## config.mk

```make
export PLATFORM = sky130hd
export DESIGN_NAME = dec2to4_strobe
export DESIGN_NICKNAME = d
export VERILOG_FILES = /design/src/rtl/dec2to4_strobe.sv
export SDC_FILE = /design/constraint.sdc
export NUM_CORES = 1
export LEC_CHECK = 0
export CAP_MARGIN = 20
export CORE_ASPECT_RATIO = 1.75
export CORE_MARGIN = 2
export CORE_UTILIZATION = 45
export DETAILED_ROUTE_END_ITERATION = 7
export DONT_BUFFER_PORTS = 1
export PLACE_DENSITY = 0.58
export SYNTH_ARGS = -nofsm -noshare
export SYNTH_HDL_FRONTEND = slang
export SYNTH_SLANG_ARGS = --single-unit
```

## constraint.sdc

```tcl
create_clock -name clk -period 2.35 [get_ports clk]
set_clock_uncertainty 0.15 [all_clocks]
set_input_delay 0.47 -clock clk [delete_from_list [all_inputs] [get_ports clk]]
set_output_delay 0.47 -clock clk [all_outputs]
set_load 0.01 [all_outputs]
```

## src/rtl/dec2to4_strobe.sv

```systemverilog
`default_nettype none
// +----------------------------------------------------------------------------+
// | Module   : dec2to4_strobe                                                  |
// | Brief    : 2-entry buffered 2-to-4 decoder emitting timed one-hot strobes. |
// | Revision : 1.0 - initial release                                           |
// +----------------------------------------------------------------------------+
module dec2to4_strobe #(
   parameter int HOLD = 4,
   parameter int GAP  = 1
) (
   input  logic       clk,
   input  logic       rst,
   input  logic       in_valid,
   input  logic [1:0] in_code,
   output logic       in_ready,
   output logic [3:0] dec_out,
   output logic       busy,
   output logic       done,
   output logic [7:0] decode_cnt
);

   localparam logic [1:0] c_st_idle   = 2'd0;
   localparam logic [1:0] c_st_hold   = 2'd1;
   localparam logic [1:0] c_st_gap    = 2'd2;
   localparam logic [3:0] c_hold_load = 4'(HOLD - 1);
   localparam logic [3:0] c_gap_load  = 4'(GAP - 1);

   logic [1:0] r_state;
   logic [3:0] r_hold_cnt;
   logic [3:0] r_gap_cnt;
   logic [3:0] r_dec;
   logic [7:0] r_decode_cnt;
   logic [1:0] r_mem [0:1];
   logic [1:0] r_count;
   logic       r_rptr;
   logic       r_wptr;

   logic [1:0] w_state_nxt;
   logic [3:0] w_hold_nxt;
   logic [3:0] w_gap_nxt;
   logic [3:0] w_dec_nxt;
   logic [7:0] w_decode_cnt_nxt;
   logic [1:0] w_count_nxt;
   logic       w_push;
   logic       w_pop;

   // State register: FIFO storage, pointers and FSM state share one reset.
   always_ff @(posedge clk or posedge rst) begin
      if (rst) begin
         r_state      <= c_st_idle;
         r_hold_cnt   <= 4'd0;
         r_gap_cnt    <= 4'd0;
         r_dec        <= 4'd0;
         r_decode_cnt <= 8'd0;
         r_mem[0]     <= 2'd0;
         r_mem[1]     <= 2'd0;
         r_count      <= 2'd0;
         r_rptr       <= 1'b0;
         r_wptr       <= 1'b0;
      end else begin
         r_state      <= w_state_nxt;
         r_hold_cnt   <= w_hold_nxt;
         r_gap_cnt    <= w_gap_nxt;
         r_dec        <= w_dec_nxt;
         r_decode_cnt <= w_decode_cnt_nxt;
         r_count      <= w_count_nxt;
         if (w_push) begin
            r_mem[r_wptr] <= in_code;
            r_wptr        <= ~r_wptr;
         end
         if (w_pop) begin
            r_rptr <= ~r_rptr;
         end
      end
   end

   // Next-state logic; a pop is only possible from IDLE, which forces the
   // single idle cycle between strobes even when GAP is zero.
   always_comb begin
      w_state_nxt      = r_state;
      w_hold_nxt       = r_hold_cnt;
      w_gap_nxt        = r_gap_cnt;
      w_dec_nxt        = r_dec;
      w_decode_cnt_nxt = r_decode_cnt;
      w_push           = in_valid && in_ready;
      w_pop            = 1'b0;

      case (r_state)
         c_st_idle: begin
            w_dec_nxt = 4'd0;
            if (r_count != 2'd0) begin
               w_pop       = 1'b1;
               w_dec_nxt   = 4'b0001 << r_mem[r_rptr];
               w_hold_nxt  = c_hold_load;
               w_state_nxt = c_st_hold;
            end
         end
         c_st_hold: begin
            if (r_hold_cnt == 4'd0) begin
               w_dec_nxt        = 4'd0;
               w_decode_cnt_nxt = r_decode_cnt + 8'd1;
               if (GAP == 0) begin
                  w_state_nxt = c_st_idle;
               end else begin
                  w_gap_nxt   = c_gap_load;
                  w_state_nxt = c_st_gap;
               end
            end else begin
               w_hold_nxt = r_hold_cnt - 4'd1;
            end
         end
         c_st_gap: begin
            w_dec_nxt = 4'd0;
            if (r_gap_cnt == 4'd0) begin
               w_state_nxt = c_st_idle;
            end else begin
               w_gap_nxt = r_gap_cnt - 4'd1;
            end
         end
         default: begin
            w_dec_nxt   = 4'd0;
            w_state_nxt = c_st_idle;
         end
      endcase

      case ({w_push, w_pop})
         2'b10:   w_count_nxt = r_count + 2'd1;
         2'b01:   w_count_nxt = r_count - 2'd1;
         default: w_count_nxt = r_count;
      endcase
   end

   always_comb begin
      in_ready   = (r_count < 2'd2);
      busy       = (r_state != c_st_idle) || (r_count != 2'd0);
      done       = (r_state == c_st_hold) && (r_hold_cnt == 4'd0);
      dec_out    = r_dec;
      decode_cnt = r_decode_cnt;
   end

endmodule
`default_nettype wire

```

==> results of run 1 <==
## worst paths after layout
check                              start             to
setup / recovery           r_hold_cnt[0]           done
hold / removal                       rst     r_count[1]
setup reg to reg           r_hold_cnt[0]   r_gap_cnt[1]
hold reg to reg             r_gap_cnt[0]   r_gap_cnt[0]
max in group asynchronous            rst  r_hold_cnt[1]
min in group clk              in_code[0]       r_mem[0]
## cell type report
type                    count  area share [%]
repair buffers              3            1.39
well taps                  43            3.33
clock buffers               8            6.81
flip-flops and latches     30            46.4
multi-input cells          83            40.2
inverters                   8            1.86
## critical path, delay by kind of cell (launching register included)
kind / cells / cell delay [ns]
buffers and inverters: 2 / 0.28
DFF: 1 / 0.41
adders and majority gates: 1 / 0.16
and+or+nand+nor: 2 / 0.38
## cell usage after synthesis (2+ instances only)
| cell type | count |
|---|---|
| nand3_1 | 6 |
| nor3b_1 | 2 |
| ha_1 | 6 |
| mux2i_1 | 4 |
| nor3_1 | 5 |
| xnor2_1 | 7 |
| or2_2 | 2 |
| nand2b_1 | 3 |
| inv_1 | 8 |
| nor2_1 | 5 |
| dfrtp_1 | 30 |
| nor2b_1 | 4 |
| xor2_1 | 6 |
| o22ai_1 | 3 |
| o21ai_0 | 4 |
| a22o_1 | 2 |
| nor4_2 | 3 |
| a32o_1 | 2 |
| nand2_1 | 3 |
| or3_1 | 2 |
| mux2_2 | 7 |
## state kept, by name, indices dropped and copies added, names as in the netlist
| register | count |
|---|---|
| decode_cnt | 8 |
| dec_out | 4 |
| r_gap_cnt | 4 |
| r_hold_cnt | 4 |
| r_mem | 4 |
| r_count | 2 |
| r_state | 2 |
| r_rptr | 1 |
| r_wptr | 1 |
## layer usage
| layer | share of wire, % | track usage [%] |
|---|---|---|
| met4 | 2.6 | 8.33 |
| met2 | 56 | 31.2 |
| met3 | 4.5 | 5.45 |
| met5 | 0 | 0 |
| met1 | 37 | 19.8 |
## power groups by stage
stage               combinational (W)  clock (W)  sequential (W)
floorplan                    0.000576          0        0.000834
global placement             0.000687          0        0.000871
detailed placement           0.000708          0        0.000878
CTS                          0.000714   0.000504        0.000870
global route                 0.000810   0.000536        0.000899
finish                       0.000700   0.000487        0.000871
## kinds of logic after synthesis
| logic type | synth area share [%] |
|---|---|
| flops | 52.1 |
| compound gates | 6.95 |
| xor+xnor | 7.90 |
| buf+inv | 3.21 |
| simple gates | 16.4 |
| fa+ha+maj | 5.21 |
| mux | 8.25 |
## metrics by stage
| step | util, % | cell area [µm²] | worst slack [ns] | hold slack (ns) | power, W |
|---|---|---|---|---|---|
| floorplan | - | 1440 | 0.515 | 0.316 | 0.00141 |
| global placement | 48.3 | 1500 | 0.485 | 0.305 | 0.00156 |
| detailed placement | 48.3 | 1500 | 0.405 | 0.309 | 0.00159 |
| CTS | 51.9 | 1610 | 0.0919 | 0.000781 | 0.00209 |
| global route | 52.0 | 1620 | 0.0873 | 0.0210 | 0.00225 |
| finish | 52.0 | 1620 | 0.219 | -0.00576 | 0.00206 |
==> metrics.yaml, run 1 <==
logic_synthesis:
  synthArstFlopShare_pct: 100
  synth_fp_nets: 134
  ys_types: 30
  netlist_area_um2: 1440
  synth_ff_type: "dfrtp_1"
  yosysTopAreaCell: "dfrtp_1"
  yosysSeqAreaShare_pct: 52.1
  synth_edf_count: 0
  synth.avg_cell_area_um2: 11.7
  ys_ff_latch: 30
  ys_top_cells_by_area: "dfrtp_1 (52%), mux2_2 (5.5%), ha_1 (5.2%), xnor2_1 (4.3%), xor2_1 (3.6%)"
  synth_warnings: 0
  netlist_instances: 123
  yosysTopAreaCellShare_pct: 52.1
floorplanning:
  io_pins: 20
  die_w_um: 46.8
  die_y_um: 78.9
  core.rowCount: 27
  dieArea_um2: 3690
  coreArea_um2: 3110
  initial_core_util_pct: 46.4
layout:
  final_nets: 142
  drive_above_1_share_pct: 18.9
  multiInputGateArea_um2: 649
  seqCellArea_um2: 751
  antenna_cells: 0
  instances_no_fill: 175
  syn_to_final_growth_pct: 12.2
  final_common_cell: "dfrtp_1"
  num-fill-cells: 298
  final_cell_mix: "dfrtp_1 (30), inv_1 (8), clkbuf_8 (8), mux2_2 (7), xnor2_1 (7)"
global_routing:
  grt_pass1_vias: 1050
  grt_max_degree: 31
  antenna_found_initial: 0
  grt-ovfl-total: 0
  grt_usage_pct: 18.4
  grt_pass1_wl_um: 4750
status:
  violations: "negative hold slack"
  status: "complete, but fails checks"
critical_path:
  critPathKind: "flip-flop to output pin"
  crit_arrival_ns: 1.51
  r2r_cells: 5
  critPathMaxFanout: 4
  path_cells: "inv_1 -> ha_1 -> nor3b_2 -> nand2_1 -> inv_1"
  crit_top_cell: "inv_1"
  critPathRequiredTime_ns: 1.73
  start_kind: "flip-flop"
  reg2reg_slack_ns: 0.45
  end_kind: "output pin"
  slowest_delay_ns: 0.41
  cpMaxStageDelayCell: "dfrtp_1"
power:
  peakVddDrop_mv: 0.727
  power_density_nw_per_um2: 1270
  seqPwrFrac_pct: 42.3
  internal_power_w: 0.00132
  combinationalPowerShare_pct: 34.0
  switching_share_pct: 35.8
  p_clk_share_pct: 23.7
  p_leak_nw: 0.737
  p_switching_w: 0.000737
sta:
  hold_viol_final: 15
  final_max_slew_viol_count: 0
  fin_crit_sh_pct: 90.7
  tns_ns: 0
  tightest_slew_ns: 0.380
  period_needed_ns: 2.13
  final-setup-viol-count: 0
  fmax_mhz: 469
  hold_slack_ns: -0.00576
  rsz0062_at_grt: "no"
  slew_headroom_pct: 74.6
clocking:
  path_clk_slew_ns: 0.06
  htree_levels: 2
  numCtsBuffers: 5
  cts-hold-fix-buffers: 0
  clockBufferDepth: 2
  cts_root_buf: "clkbuf_8"
  cts-resized-gates: 0
  cts_tree: "done"
  cts_sinks: 30
  clk_latency_ns: 0.28
  post_cts.repair.setup_buffers: 0
drt:
  drc: 0
  via_count: 939
  ant_nets: 0
  drt_iter0_drc: 19
  wl_per_cell_um: 15.3
  avgViaCountPerCell: 5.37
  drt_pre_antenna_iters: 3
  wl_um: 2670
placed_design:
  hpwl_um: 1960
  numPlacedInstances: 167
  gp_congestion: 0.695
  portBuffers: 0
worst_hold_path:
  hp-class: "primary input to async pin"
flow_run:
  cap_violations: 0
(Power assumes the default switching activity.)
==> run 2: changes to the inputs <==
SKIP_CTS_REPAIR_TIMING = 1   (was default)
==> results of run 2 <==
The final DEF is identical to that of run 1; final timing and power are the same.
